==> config.mk <==
export PLATFORM = sky130hd
export DESIGN_NAME = digit_overlay_ctrl
export DESIGN_NICKNAME = d
export VERILOG_FILES = /design/src/rtl/digit_overlay_ctrl.sv
export SDC_FILE = /design/constraint.sdc
export NUM_CORES = 1
export LEC_CHECK = 0
export CORE_MARGIN = 2
export CORE_UTILIZATION = 30
export CTS_CLUSTER_DIAMETER = 60
export DETAILED_ROUTE_END_ITERATION = 6
export MAX_ROUTING_LAYER = met4
export SLEW_MARGIN = 20
export SYNTH_ARGS = -nofsm -noshare
export SYNTH_HDL_FRONTEND = slang
export SYNTH_SLANG_ARGS = --single-unit
==> constraint.sdc <==
create_clock -name clk -period 4.14 [get_ports clk]
set_input_delay 1.035 -clock clk [delete_from_list [all_inputs] [get_ports clk]]
set_output_delay 1.035 -clock clk [all_outputs]
set_load 0.05 [all_outputs]
==> src/rtl/digit_overlay_ctrl.sv <==
// digit_overlay_ctrl: renders a NUM_DIGITS-wide BCD number from an 8x12 font ROM
// as a 1-bit pixel stream aligned with the VGA raster. The displayed value is
// double-buffered so it changes only at frame start.
module digit_overlay_ctrl #(
    parameter int NUM_DIGITS = 4,
    parameter int ORIGIN_X   = 16,
    parameter int ORIGIN_Y   = 16,
    parameter bit LZ_BLANK   = 1'b1
) (
    input  logic                    clk,
    input  logic                    rst,
    input  logic [9:0]              pix_x,
    input  logic [9:0]              pix_y,
    input  logic                    video_on,
    input  logic                    frame_start,
    input  logic                    value_wr,
    input  logic [4*NUM_DIGITS-1:0] value_bcd,
    output logic                    value_pending,
    output logic [3:0]              rom_digit,
    output logic [3:0]              rom_row,
    input  logic [7:0]              rom_bitmap,
    output logic                    pixel_on
);

    typedef enum logic {
        IDLE,
        RUN
    } state_t;

    localparam logic [9:0] START_X    = 10'(ORIGIN_X - 1);
    localparam logic [9:0] BAND_Y     = 10'(ORIGIN_Y);
    localparam logic [2:0] LAST_DIG   = 3'(NUM_DIGITS - 1);
    localparam logic [3:0] BLANK_CODE = 4'hF;

    state_t state;
    state_t state_next;

    logic [4*NUM_DIGITS-1:0] shadow;
    logic [4*NUM_DIGITS-1:0] pending_val;

    logic [9:0] ydiff;
    logic       in_band;
    logic       start_run;
    logic       at_last_bit;
    logic [2:0] next_idx;

    logic [3:0] digit_code [0:7];
    logic       all_zero;
    logic [3:0] nib;

    logic [2:0] bit_cnt;
    logic [2:0] dig_cnt;
    logic [7:0] shreg;

    logic       pixel_on_d;
    logic [3:0] rom_digit_d;
    logic [3:0] rom_row_d;
    logic [2:0] bit_cnt_d;
    logic [2:0] dig_cnt_d;
    logic [7:0] shreg_d;

    // Band detection: unsigned wrap makes scanlines above the band look huge.
    always_comb begin
        ydiff       = pix_y - BAND_Y;
        in_band     = (ydiff < 10'd12);
        start_run   = video_on && in_band && (pix_x == START_X);
        at_last_bit = (bit_cnt == 3'd7);
        next_idx    = dig_cnt + 3'd1;
    end

    // Per-digit ROM code from the shadow value, with leading zeros mapped to blank.
    always_comb begin
        all_zero = 1'b1;
        nib      = 4'd0;
        for (int k = 0; k < 8; k++) begin
            digit_code[k] = BLANK_CODE;
        end
        for (int k = 0; k < NUM_DIGITS; k++) begin
            nib      = shadow[4*(NUM_DIGITS-1-k) +: 4];
            all_zero = all_zero && (nib == 4'd0);
            if (LZ_BLANK && all_zero && (k < NUM_DIGITS - 1)) begin
                digit_code[k] = BLANK_CODE;
            end else begin
                digit_code[k] = nib;
            end
        end
    end

    // Value double buffer: writes park in pending until a frame start commits them.
    always_ff @(posedge clk) begin
        if (rst) begin
            shadow        <= '0;
            pending_val   <= '0;
            value_pending <= 1'b0;
        end else if (frame_start && value_wr) begin
            shadow        <= value_bcd;
            pending_val   <= value_bcd;
            value_pending <= 1'b0;
        end else if (frame_start && value_pending) begin
            shadow        <= pending_val;
            value_pending <= 1'b0;
        end else if (value_wr) begin
            pending_val   <= value_bcd;
            value_pending <= 1'b1;
        end
    end

    // State register.
    always_ff @(posedge clk) begin
        if (rst) begin
            state <= IDLE;
        end else begin
            state <= state_next;
        end
    end

    // Next-state logic: start one pixel before the glyph area, stop after the last digit or on blanking.
    always_comb begin
        state_next = state;
        case (state)
            IDLE: begin
                if (start_run) begin
                    state_next = RUN;
                end
            end
            RUN: begin
                if (!video_on) begin
                    state_next = IDLE;
                end else if (at_last_bit && (dig_cnt == LAST_DIG)) begin
                    state_next = IDLE;
                end
            end
            default: state_next = IDLE;
        endcase
    end

    // Output and datapath next values: ROM fetch one pixel ahead, then serialise the glyph row MSB first.
    always_comb begin
        pixel_on_d  = pixel_on;
        rom_digit_d = rom_digit;
        rom_row_d   = rom_row;
        bit_cnt_d   = bit_cnt;
        dig_cnt_d   = dig_cnt;
        shreg_d     = shreg;
        case (state)
            IDLE: begin
                pixel_on_d = 1'b0;
                if (start_run) begin
                    rom_digit_d = digit_code[0];
                    rom_row_d   = ydiff[3:0];
                    dig_cnt_d   = 3'd0;
                    bit_cnt_d   = 3'd0;
                end
            end
            RUN: begin
                if (!video_on) begin
                    pixel_on_d  = 1'b0;
                    rom_digit_d = BLANK_CODE;
                    bit_cnt_d   = 3'd0;
                    dig_cnt_d   = 3'd0;
                end else begin
                    if (bit_cnt == 3'd0) begin
                        pixel_on_d = rom_bitmap[7];
                        shreg_d    = {rom_bitmap[6:0], 1'b0};
                    end else begin
                        pixel_on_d = shreg[7];
                        shreg_d    = {shreg[6:0], 1'b0};
                    end
                    bit_cnt_d = bit_cnt + 3'd1;
                    if (at_last_bit) begin
                        if (dig_cnt < LAST_DIG) begin
                            rom_digit_d = digit_code[next_idx];
                            dig_cnt_d   = next_idx;
                        end else begin
                            rom_digit_d = BLANK_CODE;
                            dig_cnt_d   = 3'd0;
                        end
                    end
                end
            end
            default: begin
                pixel_on_d  = 1'b0;
                rom_digit_d = BLANK_CODE;
            end
        endcase
    end

    // Datapath and output registers.
    always_ff @(posedge clk) begin
        if (rst) begin
            pixel_on  <= 1'b0;
            rom_digit <= BLANK_CODE;
            rom_row   <= 4'd0;
            bit_cnt   <= 3'd0;
            dig_cnt   <= 3'd0;
            shreg     <= 8'd0;
        end else begin
            pixel_on  <= pixel_on_d;
            rom_digit <= rom_digit_d;
            rom_row   <= rom_row_d;
            bit_cnt   <= bit_cnt_d;
            dig_cnt   <= dig_cnt_d;
            shreg     <= shreg_d;
        end
    end

endmodule

==> metrics.cfg <==
[power_and_ir_drop]
vdd_drop_max_v=0.0001577
p_per_area_nw_per_um2=324.8
p_leak_uw=0.001339
power_uw=1119

[yosys]
syn_nets=359
postSynthCellCount=305
synthArstFlopShare_pct=0
synth_top_cell_area_share_pct=41.89
synth.distinct_cells=35
yosys-top-cells-area=dfxtp_1 (42%), mux2i_1 (14%), nor2_1 (11%), a211oi_1 (5.9%), nand2b_1 (2.6%)
seq_area_frac_synth_pct=41.89
synth-main-ff-cell=dfxtp_1
yosys_warnings=0
yosys.area.top_type=dfxtp_1
synth.avg_cell_area_sq_um=8.775
syn-cell-area_sq_um=2676
synth_edf_count=0
ys_ff_latch=56

[drt]
ant_nets=0
firstDrtPassIters=4
route.detailed.drc=0
first_iter_violations=124
wl_per_cell_um=13.01
wirelength_um=5997
vias_per_cell=5.061
vias=2333

[sta]
setup_tns_ps=0
min_period_ps=3027
fmax_ghz=0.3303
fin_ws_ps=1113
hold_viol_final=0
fin_skew_ps=9.847
worst_pin_slew_ps=1051
period_share_pct=73.12
max_slew_margin_pct=29.92
rsz0062_at_grt=no
finalSetupViolations=0
maxSlewViolCount=0

[critical_path]
r2r_setup_slack_ps=2030
crit_path_end_kind=register
critPathLaunchType=input port
cp.arrival_ps=3260
crit_start=pix_x[5]
slowest_stage=or4b_4
worstPathMaxFanout=12
reg2regPathDepth=5
worst_path_largest_cell_delay_ps=550
timing.rr.end=rom_digit[0]
worstPathCellList=clkdlybuf4s50_1 > or4b_4 > a2111oi_4 > o221ai_2 > or3_1 > a21oi_2
worstReg2RegStart=state
cp.required_ps=4380
critPathKind=in2reg

[clocking]
cts-htree-levels=2
cts_tree=yes
cts.clk_slew.worst_paths_ps=100
cts.sinks=56
cts_buffers=5
cts_resized=0
root_buffer=clkbuf_8
clockBufferDepth=2
cts_hold_buf=0
insertion_delay_ps=310
post_cts_buffers=0

[floorplanning]
die_area_sq_um=9692
start_util_pct=30.84
core_sq_um=8678
die-width_um=98.45
std_cell_rows=34
die_h_um=98.45
pin_count=59

[global_routing]
grt_usage_pct=12.96
grt_max_degree=57
antenna_found_initial=0
grt_pass1_vias=2149
grt_overflow=0
grt_pass1_wl_um=10130

[run]
max_cap_violations=0

[placement]
dp_slack_ps=774.3
place.gp.congestion=0.8086
dp_hpwl_um=4226
port_buffers=58

[finish]
layout-drive-gt1-share_pct=5.949
antenna_cells=0
area_growth_pct=28.80
utilization_pct=39.72
nets=406
fillers=890

[min_path]
min_from=shreg[1]
min_to=shreg[1]
hp-class=reg2reg
min_path_cells=2

[run_status]
status=finished clean

-- synth_stat cells (2+ instances only) --
| cell | n |
|---|---|
| mux2i_1 | 38 |
| a311oi_1 | 4 |
| dfxtp_1 | 56 |
| a221o_1 | 4 |
| nor2b_1 | 2 |
| buf_1 | 2 |
| a21oi_1 | 3 |
| a22oi_1 | 2 |
| o21ai_0 | 8 |
| nor4_1 | 6 |
| nor3_1 | 8 |
| nor2_1 | 76 |
| nand3_1 | 2 |
| ha_1 | 5 |
| nand2_1 | 5 |
| a31oi_1 | 6 |
| inv_1 | 11 |
| a211oi_1 | 21 |
| nand2b_1 | 11 |
| o221ai_1 | 4 |
| clkbuf_1 | 17 |
-- area by class of cell --
cell class	count	area, sq um	area share, %
inverter	11	41.29	1.198
timing repair buffer	61	593.1	17.21
tap	108	135.1	3.920
clock inverter	1	30.03	0.8711
clock buffer	7	96.34	2.795
sequential	56	1121	32.52
multi-input combinational	217	1430	41.49
-- routing by layer --
metal  GRT usage [%]  part of all wire (%)  routed length (um)
met3           4.043                   7.2                 431
met1           17.39                    50                3020
met4           3.372                   1.0                  61
met2           19.05                    41                2484
met5               -                     0                   0
-- worst max-delay path by stage --
stage / to / cells past startpoint
2_1_floorplan: rom_digit[0] / 5
3_3_place_gp: dig_cnt[2] / 6
3_5_place_dp: dig_cnt[2] / 6
4_1_cts: dig_cnt[2] / 6
5_1_grt: dig_cnt[2] / 6
6_report: dig_cnt[2] / 6
-- cells by family after synthesis --
family	synth area share, %
simple gates	20.43
mux	14.21
compound gates	16.22
flops	41.89
fa+ha+maj	2.338
buf+inv	4.909
-- cell usage in the layout (no fill, tap or decap), types with 5 or more instances in the layout --
master,instances
nor2_1,76
clkdlybuf4s50_1,56
o21ai_0,8
mux2i_1,38
inv_1,11
a31oi_1,6
nand2_1,5
nand2b_1,11
dfxtp_1,56
nor4_1,5
ha_1,5
a211oi_1,21
nor3_1,8
clkbuf_8,7
-- stage by stage --
stage	hold slack [ps]	std cells	cell area (sq um)
2_1_floorplan	431.2	305	2676
3_3_place_gp	441.0	453	3314
3_5_place_dp	449.5	453	3314
4_1_cts	464.1	461	3441
5_1_grt	501.7	461	3447
6_report	459.2	461	3447
-- report_power, final --
part / leakage [uW] / internal [uW] / switching (uW) / total, uW
clock: 0.0000645 / 214 / 177 / 391
sequential: 0.000458 / 560 / 16.7 / 576
combinational: 0.000816 / 82.2 / 70.4 / 153
total: 0.00134 / 855 / 264 / 1120
-- flip-flops by register name, indices dropped and copies added, names as in the netlist, 3 cells and up --
register	count
shadow	16
pending_val	16
bit_cnt	3
rom_row	4
dig_cnt	3
shreg	7
rom_digit	4
-- critical path: cells and delay by family --
kind,cells,cell delay (ps)
AND/OR/NAND/NOR,2,990
AO/OA/AOI/OAI,3,840
buffers and inverters,1,400
(Power assumes the default switching activity.)
